## src/rtl/l2_writeback_buffer_if.sv

```systemverilog
// l2_writeback_buffer_if: LLC-side and memory-side bus of the write-back buffer
interface l2_writeback_buffer_if;
   logic [31:0]  llc_address_i;
   logic [255:0] llc_line_i;
   logic         llc_read_i;
   logic         llc_write_i;
   logic [255:0] llc_line_o;
   logic         llc_resp_o;
   logic [255:0] mem_line_i;
   logic         mem_resp_i;
   logic [31:0]  mem_address_o;
   logic [255:0] mem_line_o;
   logic         mem_read_o;
   logic         mem_write_o;
   logic         empty_o;
   modport slave (
      input  llc_address_i, llc_line_i, llc_read_i, llc_write_i, mem_line_i, mem_resp_i,
      output llc_line_o, llc_resp_o, mem_address_o, mem_line_o, mem_read_o, mem_write_o, empty_o
   );
   modport master (
      output llc_address_i, llc_line_i, llc_read_i, llc_write_i, mem_line_i, mem_resp_i,
      input  llc_line_o, llc_resp_o, mem_address_o, mem_line_o, mem_read_o, mem_write_o, empty_o
   );
endinterface

```

## src/rtl/l2_writeback_buffer.sv

```systemverilog
// l2_writeback_buffer: LLC write-back FIFO with coalescing, read forwarding and idle-time draining
module l2_writeback_buffer #(
   parameter int DEPTH = 4
) (
   input  logic                 clk,
   input  logic                 rst,
   l2_writeback_buffer_if.slave bus
);
   localparam int AW = $clog2(DEPTH);
   typedef enum logic [1:0] {IDLE, LLC_RESP, MEM_RD, MEM_WR} state_t;
   state_t           state, state_n;
   logic [DEPTH-1:0] valid;
   logic [26:0]      tag_q  [DEPTH];
   logic [255:0]     line_q [DEPTH];
   logic [AW-1:0]    head, tail, hit_idx;
   logic [AW:0]      count;
   logic [26:0]      req_tag;
   logic             hit, full, coalesce, push, pop;
   logic             resp_n, mem_read_n, mem_write_n;
   logic [31:0]      mem_address_n;
   logic [255:0]     mem_line_n, llc_line_n;
   logic             unused_low;
   assign req_tag    = bus.llc_address_i[31:5];
   assign unused_low = ^bus.llc_address_i[4:0];
   assign full       = count == (AW+1)'(DEPTH);
   // find the (at most one) valid entry holding the requested line
   always_comb begin
      hit     = 1'b0;
      hit_idx = '0;
      for (int i = 0; i < DEPTH; i++)
         if (valid[i] && tag_q[i] == req_tag) begin
            hit     = 1'b1;
            hit_idx = AW'(i);
         end
   end
   // next state, next registered outputs and FIFO actions; a write wins over a simultaneous read
   always_comb begin
      state_n       = state;
      resp_n        = 1'b0;
      mem_read_n    = bus.mem_read_o;
      mem_write_n   = bus.mem_write_o;
      mem_address_n = bus.mem_address_o;
      mem_line_n    = bus.mem_line_o;
      llc_line_n    = bus.llc_line_o;
      coalesce      = 1'b0;
      push          = 1'b0;
      pop           = 1'b0;
      case (state)
         IDLE:
            if (bus.llc_write_i && hit) begin
               coalesce = 1'b1;
               resp_n   = 1'b1;
               state_n  = LLC_RESP;
            end else if (bus.llc_write_i && !full) begin
               push    = 1'b1;
               resp_n  = 1'b1;
               state_n = LLC_RESP;
            end else if (bus.llc_read_i && !bus.llc_write_i && hit) begin
               llc_line_n = line_q[hit_idx];
               resp_n     = 1'b1;
               state_n    = LLC_RESP;
            end else if (bus.llc_read_i && !bus.llc_write_i) begin
               mem_read_n    = 1'b1;
               mem_address_n = {req_tag, 5'b0};
               state_n       = MEM_RD;
            end else if (count != '0) begin
               mem_write_n   = 1'b1;
               mem_address_n = {tag_q[head], 5'b0};
               mem_line_n    = line_q[head];
               state_n       = MEM_WR;
            end
         MEM_RD:
            if (bus.mem_resp_i) begin
               mem_read_n = 1'b0;
               llc_line_n = bus.mem_line_i;
               resp_n     = 1'b1;
               state_n    = LLC_RESP;
            end
         MEM_WR:
            if (bus.mem_resp_i) begin
               mem_write_n = 1'b0;
               pop         = 1'b1;
               state_n     = IDLE;
            end
         LLC_RESP: state_n = IDLE;
         default:  state_n = IDLE;
      endcase
   end
   // state register
   always_ff @(posedge clk)
      if (rst) state <= IDLE;
      else     state <= state_n;
   // FIFO storage, pointers and registered outputs; buffered lines are dropped on reset
   always_ff @(posedge clk)
      if (rst) begin
         valid             <= '0;
         head              <= '0;
         tail              <= '0;
         count             <= '0;
         bus.llc_resp_o    <= 1'b0;
         bus.llc_line_o    <= '0;
         bus.mem_read_o    <= 1'b0;
         bus.mem_write_o   <= 1'b0;
         bus.mem_address_o <= '0;
         bus.mem_line_o    <= '0;
         bus.empty_o       <= 1'b1;
      end else begin
         if (coalesce) line_q[hit_idx] <= bus.llc_line_i;
         if (push) begin
            valid[tail]  <= 1'b1;
            tag_q[tail]  <= req_tag;
            line_q[tail] <= bus.llc_line_i;
            tail         <= tail + AW'(1);
         end
         if (pop) begin
            valid[head] <= 1'b0;
            head        <= head + AW'(1);
         end
         count             <= count + (AW+1)'(push) - (AW+1)'(pop);
         bus.llc_resp_o    <= resp_n;
         bus.llc_line_o    <= llc_line_n;
         bus.mem_read_o    <= mem_read_n;
         bus.mem_write_o   <= mem_write_n;
         bus.mem_address_o <= mem_address_n;
         bus.mem_line_o    <= mem_line_n;
         bus.empty_o       <= count == '0 && state == IDLE;
      end
endmodule

```

## src/flat_wrapper.sv

```systemverilog
// flat-port wrapper written by rule: the top's interface ports become plain ports
module l2_writeback_buffer_flat 
#(
   parameter int DEPTH = 4
)
  (clk, rst, bus_llc_address_i, bus_llc_line_i, bus_llc_read_i, bus_llc_write_i, bus_mem_line_i, bus_mem_resp_i, bus_llc_line_o, bus_llc_resp_o, bus_mem_address_o, bus_mem_line_o, bus_mem_read_o, bus_mem_write_o, bus_empty_o);
  l2_writeback_buffer_if bus_i ();
  input  logic clk;
  input  logic rst;
  input wire logic [$bits(bus_i.llc_address_i)-1:0] bus_llc_address_i;
  input wire logic [$bits(bus_i.llc_line_i)-1:0] bus_llc_line_i;
  input wire logic [$bits(bus_i.llc_read_i)-1:0] bus_llc_read_i;
  input wire logic [$bits(bus_i.llc_write_i)-1:0] bus_llc_write_i;
  input wire logic [$bits(bus_i.mem_line_i)-1:0] bus_mem_line_i;
  input wire logic [$bits(bus_i.mem_resp_i)-1:0] bus_mem_resp_i;
  output wire logic [$bits(bus_i.llc_line_o)-1:0] bus_llc_line_o;
  output wire logic [$bits(bus_i.llc_resp_o)-1:0] bus_llc_resp_o;
  output wire logic [$bits(bus_i.mem_address_o)-1:0] bus_mem_address_o;
  output wire logic [$bits(bus_i.mem_line_o)-1:0] bus_mem_line_o;
  output wire logic [$bits(bus_i.mem_read_o)-1:0] bus_mem_read_o;
  output wire logic [$bits(bus_i.mem_write_o)-1:0] bus_mem_write_o;
  output wire logic [$bits(bus_i.empty_o)-1:0] bus_empty_o;
  assign bus_i.llc_address_i = bus_llc_address_i;
  assign bus_i.llc_line_i = bus_llc_line_i;
  assign bus_i.llc_read_i = bus_llc_read_i;
  assign bus_i.llc_write_i = bus_llc_write_i;
  assign bus_i.mem_line_i = bus_mem_line_i;
  assign bus_i.mem_resp_i = bus_mem_resp_i;
  assign bus_llc_line_o = bus_i.llc_line_o;
  assign bus_llc_resp_o = bus_i.llc_resp_o;
  assign bus_mem_address_o = bus_i.mem_address_o;
  assign bus_mem_line_o = bus_i.mem_line_o;
  assign bus_mem_read_o = bus_i.mem_read_o;
  assign bus_mem_write_o = bus_i.mem_write_o;
  assign bus_empty_o = bus_i.empty_o;
  l2_writeback_buffer #(.DEPTH(DEPTH)) u_core (.clk(clk), .rst(rst), .bus(bus_i));
endmodule
```

## config.mk

```make
export PLATFORM = sky130hd
export DESIGN_NAME = l2_writeback_buffer_flat
export DESIGN_NICKNAME = d
export VERILOG_FILES = /design/src/rtl/l2_writeback_buffer_if.sv /design/src/rtl/l2_writeback_buffer.sv /design/src/flat_wrapper.sv
export SDC_FILE = /design/constraint.sdc
export NUM_CORES = 2
export LEC_CHECK = 0
export ABC_AREA = 1
export CAP_MARGIN = 20
export CORE_ASPECT_RATIO = 1.2
export CORE_MARGIN = 2
export CORE_UTILIZATION = 30
export DETAILED_ROUTE_END_ITERATION = 6
export PLACE_DENSITY = 0.51
export REMOVE_ABC_BUFFERS = 1
export SLEW_MARGIN = 20
export SYNTH_ARGS = -nofsm -noshare
export SYNTH_HDL_FRONTEND = slang
export SYNTH_SLANG_ARGS = --single-unit
```

## constraint.sdc

```tcl
create_clock -name clk -period 32.3 [get_ports clk]
set_input_delay 3.23 -clock clk [delete_from_list [all_inputs] [get_ports clk]]
set_output_delay 3.23 -clock clk [all_outputs]
set_load 0.005 [all_outputs]
```

==> impl_metrics.py <==
metrics = {
    "setup_path": {
        "required_ps": 32750,
        "max_stage_delay_ps": 780,
        "crit_chain": "clkdlybuf4s50_1, o21ai_0, nor2_1, nand2_1, nor2_1, nand2_1, nor2_2, nor2_4, nand2_4, nor2_1, nand2_1, o21ai_0, inv_1, nor2_4, buf_4, buf_4, buf_4",
        "path_buf_inv": 5,
        "slowest_stage": "nor2_4",
        "worst_setup_path_start_kind": "input pin",
        "cp_top_family": "buffers and inverters",
        "critPathKind": "in -> reg",
        "crit_fanout": 49,
        "cp-end-kind": "flop",
        "worst-endpoint-arrival_ps": 10290,
    },
    "placed_design": {
        "dp_cells": 12100,
        "gp_congestion": 0.858,
        "dp_hpwl_um": 170000,
        "port_buffers": 1086,
        "place_ws_ps": 21560,
    },
    "clock_tree": {
        "cts_buffers": 190,
        "clockRootBuffer": "clkbuf_16",
        "cts_max_level": 4,
        "post_cts_resized": 0,
        "clk_path_buf_depth": 4,
        "cts_tree": "yes",
        "clkTransAtPathRegs_ps": 60,
        "postCtsSetupBuffers": 0,
        "cts_hold_buf": 0,
        "clk_latency_ps": 870,
        "cts.sinks": 1690,
    },
    "timing": {
        "worst_slack_ps": 22460,
        "rsz0062_at_grt": "no",
        "fin_setup_tns_ps": 0,
        "fmaxAchievable_ghz": 0.102,
        "timing.final.crit_share": 0.304,
        "slew_viol_final": 0,
        "skew_ps": 76.8,
        "setup_viol": 0,
        "slew_headroom": 0.235,
        "worstMarginPinSlew_ps": 1150,
        "whs_ps": 472,
        "hold_viol": 0,
        "min_period_ps": 9840,
    },
    "yosys": {
        "ys_ff_latch": 1690,
        "synthXorXnorAreaFrac": 0.00272,
        "synth-compound-area-share": 0.173,
        "syn_inst": 8268,
        "seq_area_frac_synth": 0.610,
        "syn_avg_cell_area_um2": 8.96,
        "async_flop_share": 0,
        "synth-simple-area-share": 0.157,
        "synthAdderAreaFrac": 0.00196,
        "ys.warnings.count": 0,
        "synth_edf_count": 1132,
        "synth_mux_area_frac": 0,
        "ys_types": 38,
        "synth_top_family_by_area": "compound AO/OA/AOI/OAI gates",
        "synthFlopType": "edfxtp_1",
        "synth_area_um2": 74100,
    },
    "floorplanning": {
        "fp.dieW_um": 458,
        "row_count": 199,
        "die-area_um2": 251000,
        "core_um2": 245000,
        "io_pins": 1097,
        "die_h_um": 548,
        "start_util": 0.302,
    },
    "finish": {
        "finalNonFillerCells": 12400,
        "final_nets": 9606,
        "area_delta_synth_final_pct": 26.4,
        "layout-drive-gt1-share": 0.0479,
        "fillCellCount": 24400,
        "multiInputGateArea_um2": 24900,
        "ff_latch_area_um2": 45200,
        "final_common_cell": "nor2_1",
        "final_cell_mix": "nor2_1 (1931), edfxtp_1 (1132), o21ai_0 (1112)",
    },
    "outcome": {
        "status": "finished, violations left",
        "failed_checks": "design-rule violations",
    },
    "detailed_routing": {
        "ant_nets": 0,
        "drt_iter0_markers": 4969,
        "firstDrtPassIters": 7,
        "drc": 1,
        "avgViaCountPerCell": 5.10,
        "wl_um": 275000,
        "vias": 63400,
        "routedWlPerCell_um": 22.1,
    },
    "grt": {
        "grt_usage": 0.208,
        "gr-usage-met1": 0.256,
        "grt_pass1_wl_um": 399000,
        "overflow": 0,
        "antenna_found_initial": 64,
        "grt_max_degree": 173,
        "grt_pass1_vias": 60900,
        "gr-usage-met2": 0.350,
        "grt.busiest_layer": "met2",
        "grt_use_met3": 0.0514,
    },
    "pwr": {
        "p_leak_nw": 35.6,
        "power_density_nw_per_um2": 68.8,
        "vdd_drop_max_mv": 0.0436,
        "fin_total_pwr_mw": 6.44,
    },
    "min_path": {
        "min_path_type": "reg -> reg",
    },
    "job": {
        "max_cap_violations": 0,
    },
}
where the power goes:
group / switching (mW) / leakage (nW) / internal [mW]
registers: 0.132 / 14.8 / 2.57
clock network: 0.907 / 3.08 / 1.26
logic: 0.932 / 17.7 / 0.627
sequential cells by signal, summed over array words and instances (netlist names), named ones only:
name,count
u_core.line_q,1024
u_core.bus.llc_line_o,256
u_core.bus.mem_line_o,256
u_core.tag_q,108
u_core.bus.mem_address_o,27
u_core.valid,4
u_core.count,3
u_core.head,2
u_core.state,2
u_core.tail,2
u_core.bus.empty_o,1
u_core.bus.llc_resp_o,1
u_core.bus.mem_read_o,1
u_core.bus.mem_write_o,1
area by class of cell:
class | instances | share of cell area
clock inverters | 81 | 0.00815
diodes | 29 | 0.000775
inverters | 391 | 0.0162
repair buffers | 1183 | 0.125
multi-input cells | 5590 | 0.266
well taps | 3216 | 0.0430
flip-flops and latches | 1690 | 0.483
clock buffers | 265 | 0.0581
final timing paths:
kind                               start                     end  slack (ps)  cells after the start
setup / recovery   bus_llc_address_i[12]    u_core.line_q[2][91]       22460                     17
hold / removal    u_core.bus.mem_write_o  u_core.bus.mem_write_o         470                      2
setup reg to reg      u_core.tag_q[3][7]    u_core.line_q[2][91]       25240                     18
hold reg to reg   u_core.bus.mem_write_o  u_core.bus.mem_write_o         470                      2
per-stage QoR:
stage | cell area, µm² | util
final | 93600 | 0.382
after detailed placement | 87300 | 0.356
after CTS | 93500 | 0.381
after global routing | 93600 | 0.382
after floorplan | 71400 | -
after global placement | 87300 | 0.356
per-layer routing:
layer / share of wire / wire length, µm
met1: 0.41 / 111000
met2: 0.48 / 131000
met3: 0.081 / 22200
met4: 0.035 / 9540
met5: 0.0012 / 323
cells in the mapped netlist, types with 2 or more instances:
library cell  instances  share of area
clkbuf_1            406          0.021
o211ai_1             10         0.0010
o22ai_1             256          0.022
o21ai_0            1112          0.075
nand3_1              23         0.0016
ha_1                 10         0.0017
inv_1               361          0.018
buf_1                17        0.00086
dfxtp_1             558           0.15
nor2_1             1940          0.098
edfxtp_1           1132           0.46
or2_2                 2        0.00017
nor2_2                5        0.00042
buf_2               147         0.0099
clkinv_1              2        0.00010
xnor2_1              22         0.0026
nand2_1            1078          0.055
o21ai_1             275          0.019
inv_2                28         0.0014
nand4_1               4        0.00034
a21oi_1             817          0.055
buf_6                21         0.0032
nand3_2               2        0.00027
buf_4                 9        0.00091
o2bb2ai_1             3        0.00035
nor3_1                6        0.00041
a211oi_1             10         0.0010
nor2_4                2        0.00030
worst register-to-register path, cell delays in order, from the launching register on:
cell and delay [ps]:
edfxtp_1 360, inv_1 150, nand2_1 70, o21ai_1 90, nor2_1 60, nand2_1 70, nor2_1 40, nand2_1 140
nor2_2 130, nor2_4 780, nand2_4 160, nor2_1 660, nand2_1 170, o21ai_0 610, inv_1 240, nor2_4 610
buf_4 790, buf_4 820, buf_4 720
cells by family (layout without fill, tap and decap cells):
family,Yosys count,after routing
flops,1690,1690
xor+xnor,23,23
fa+ha+maj,11,11
compound gates,2486,2486
other cells,1,34
simple gates,3065,3065
buf+inv,992,1920
No activity file was read; power rests on OpenSTA's default activity.
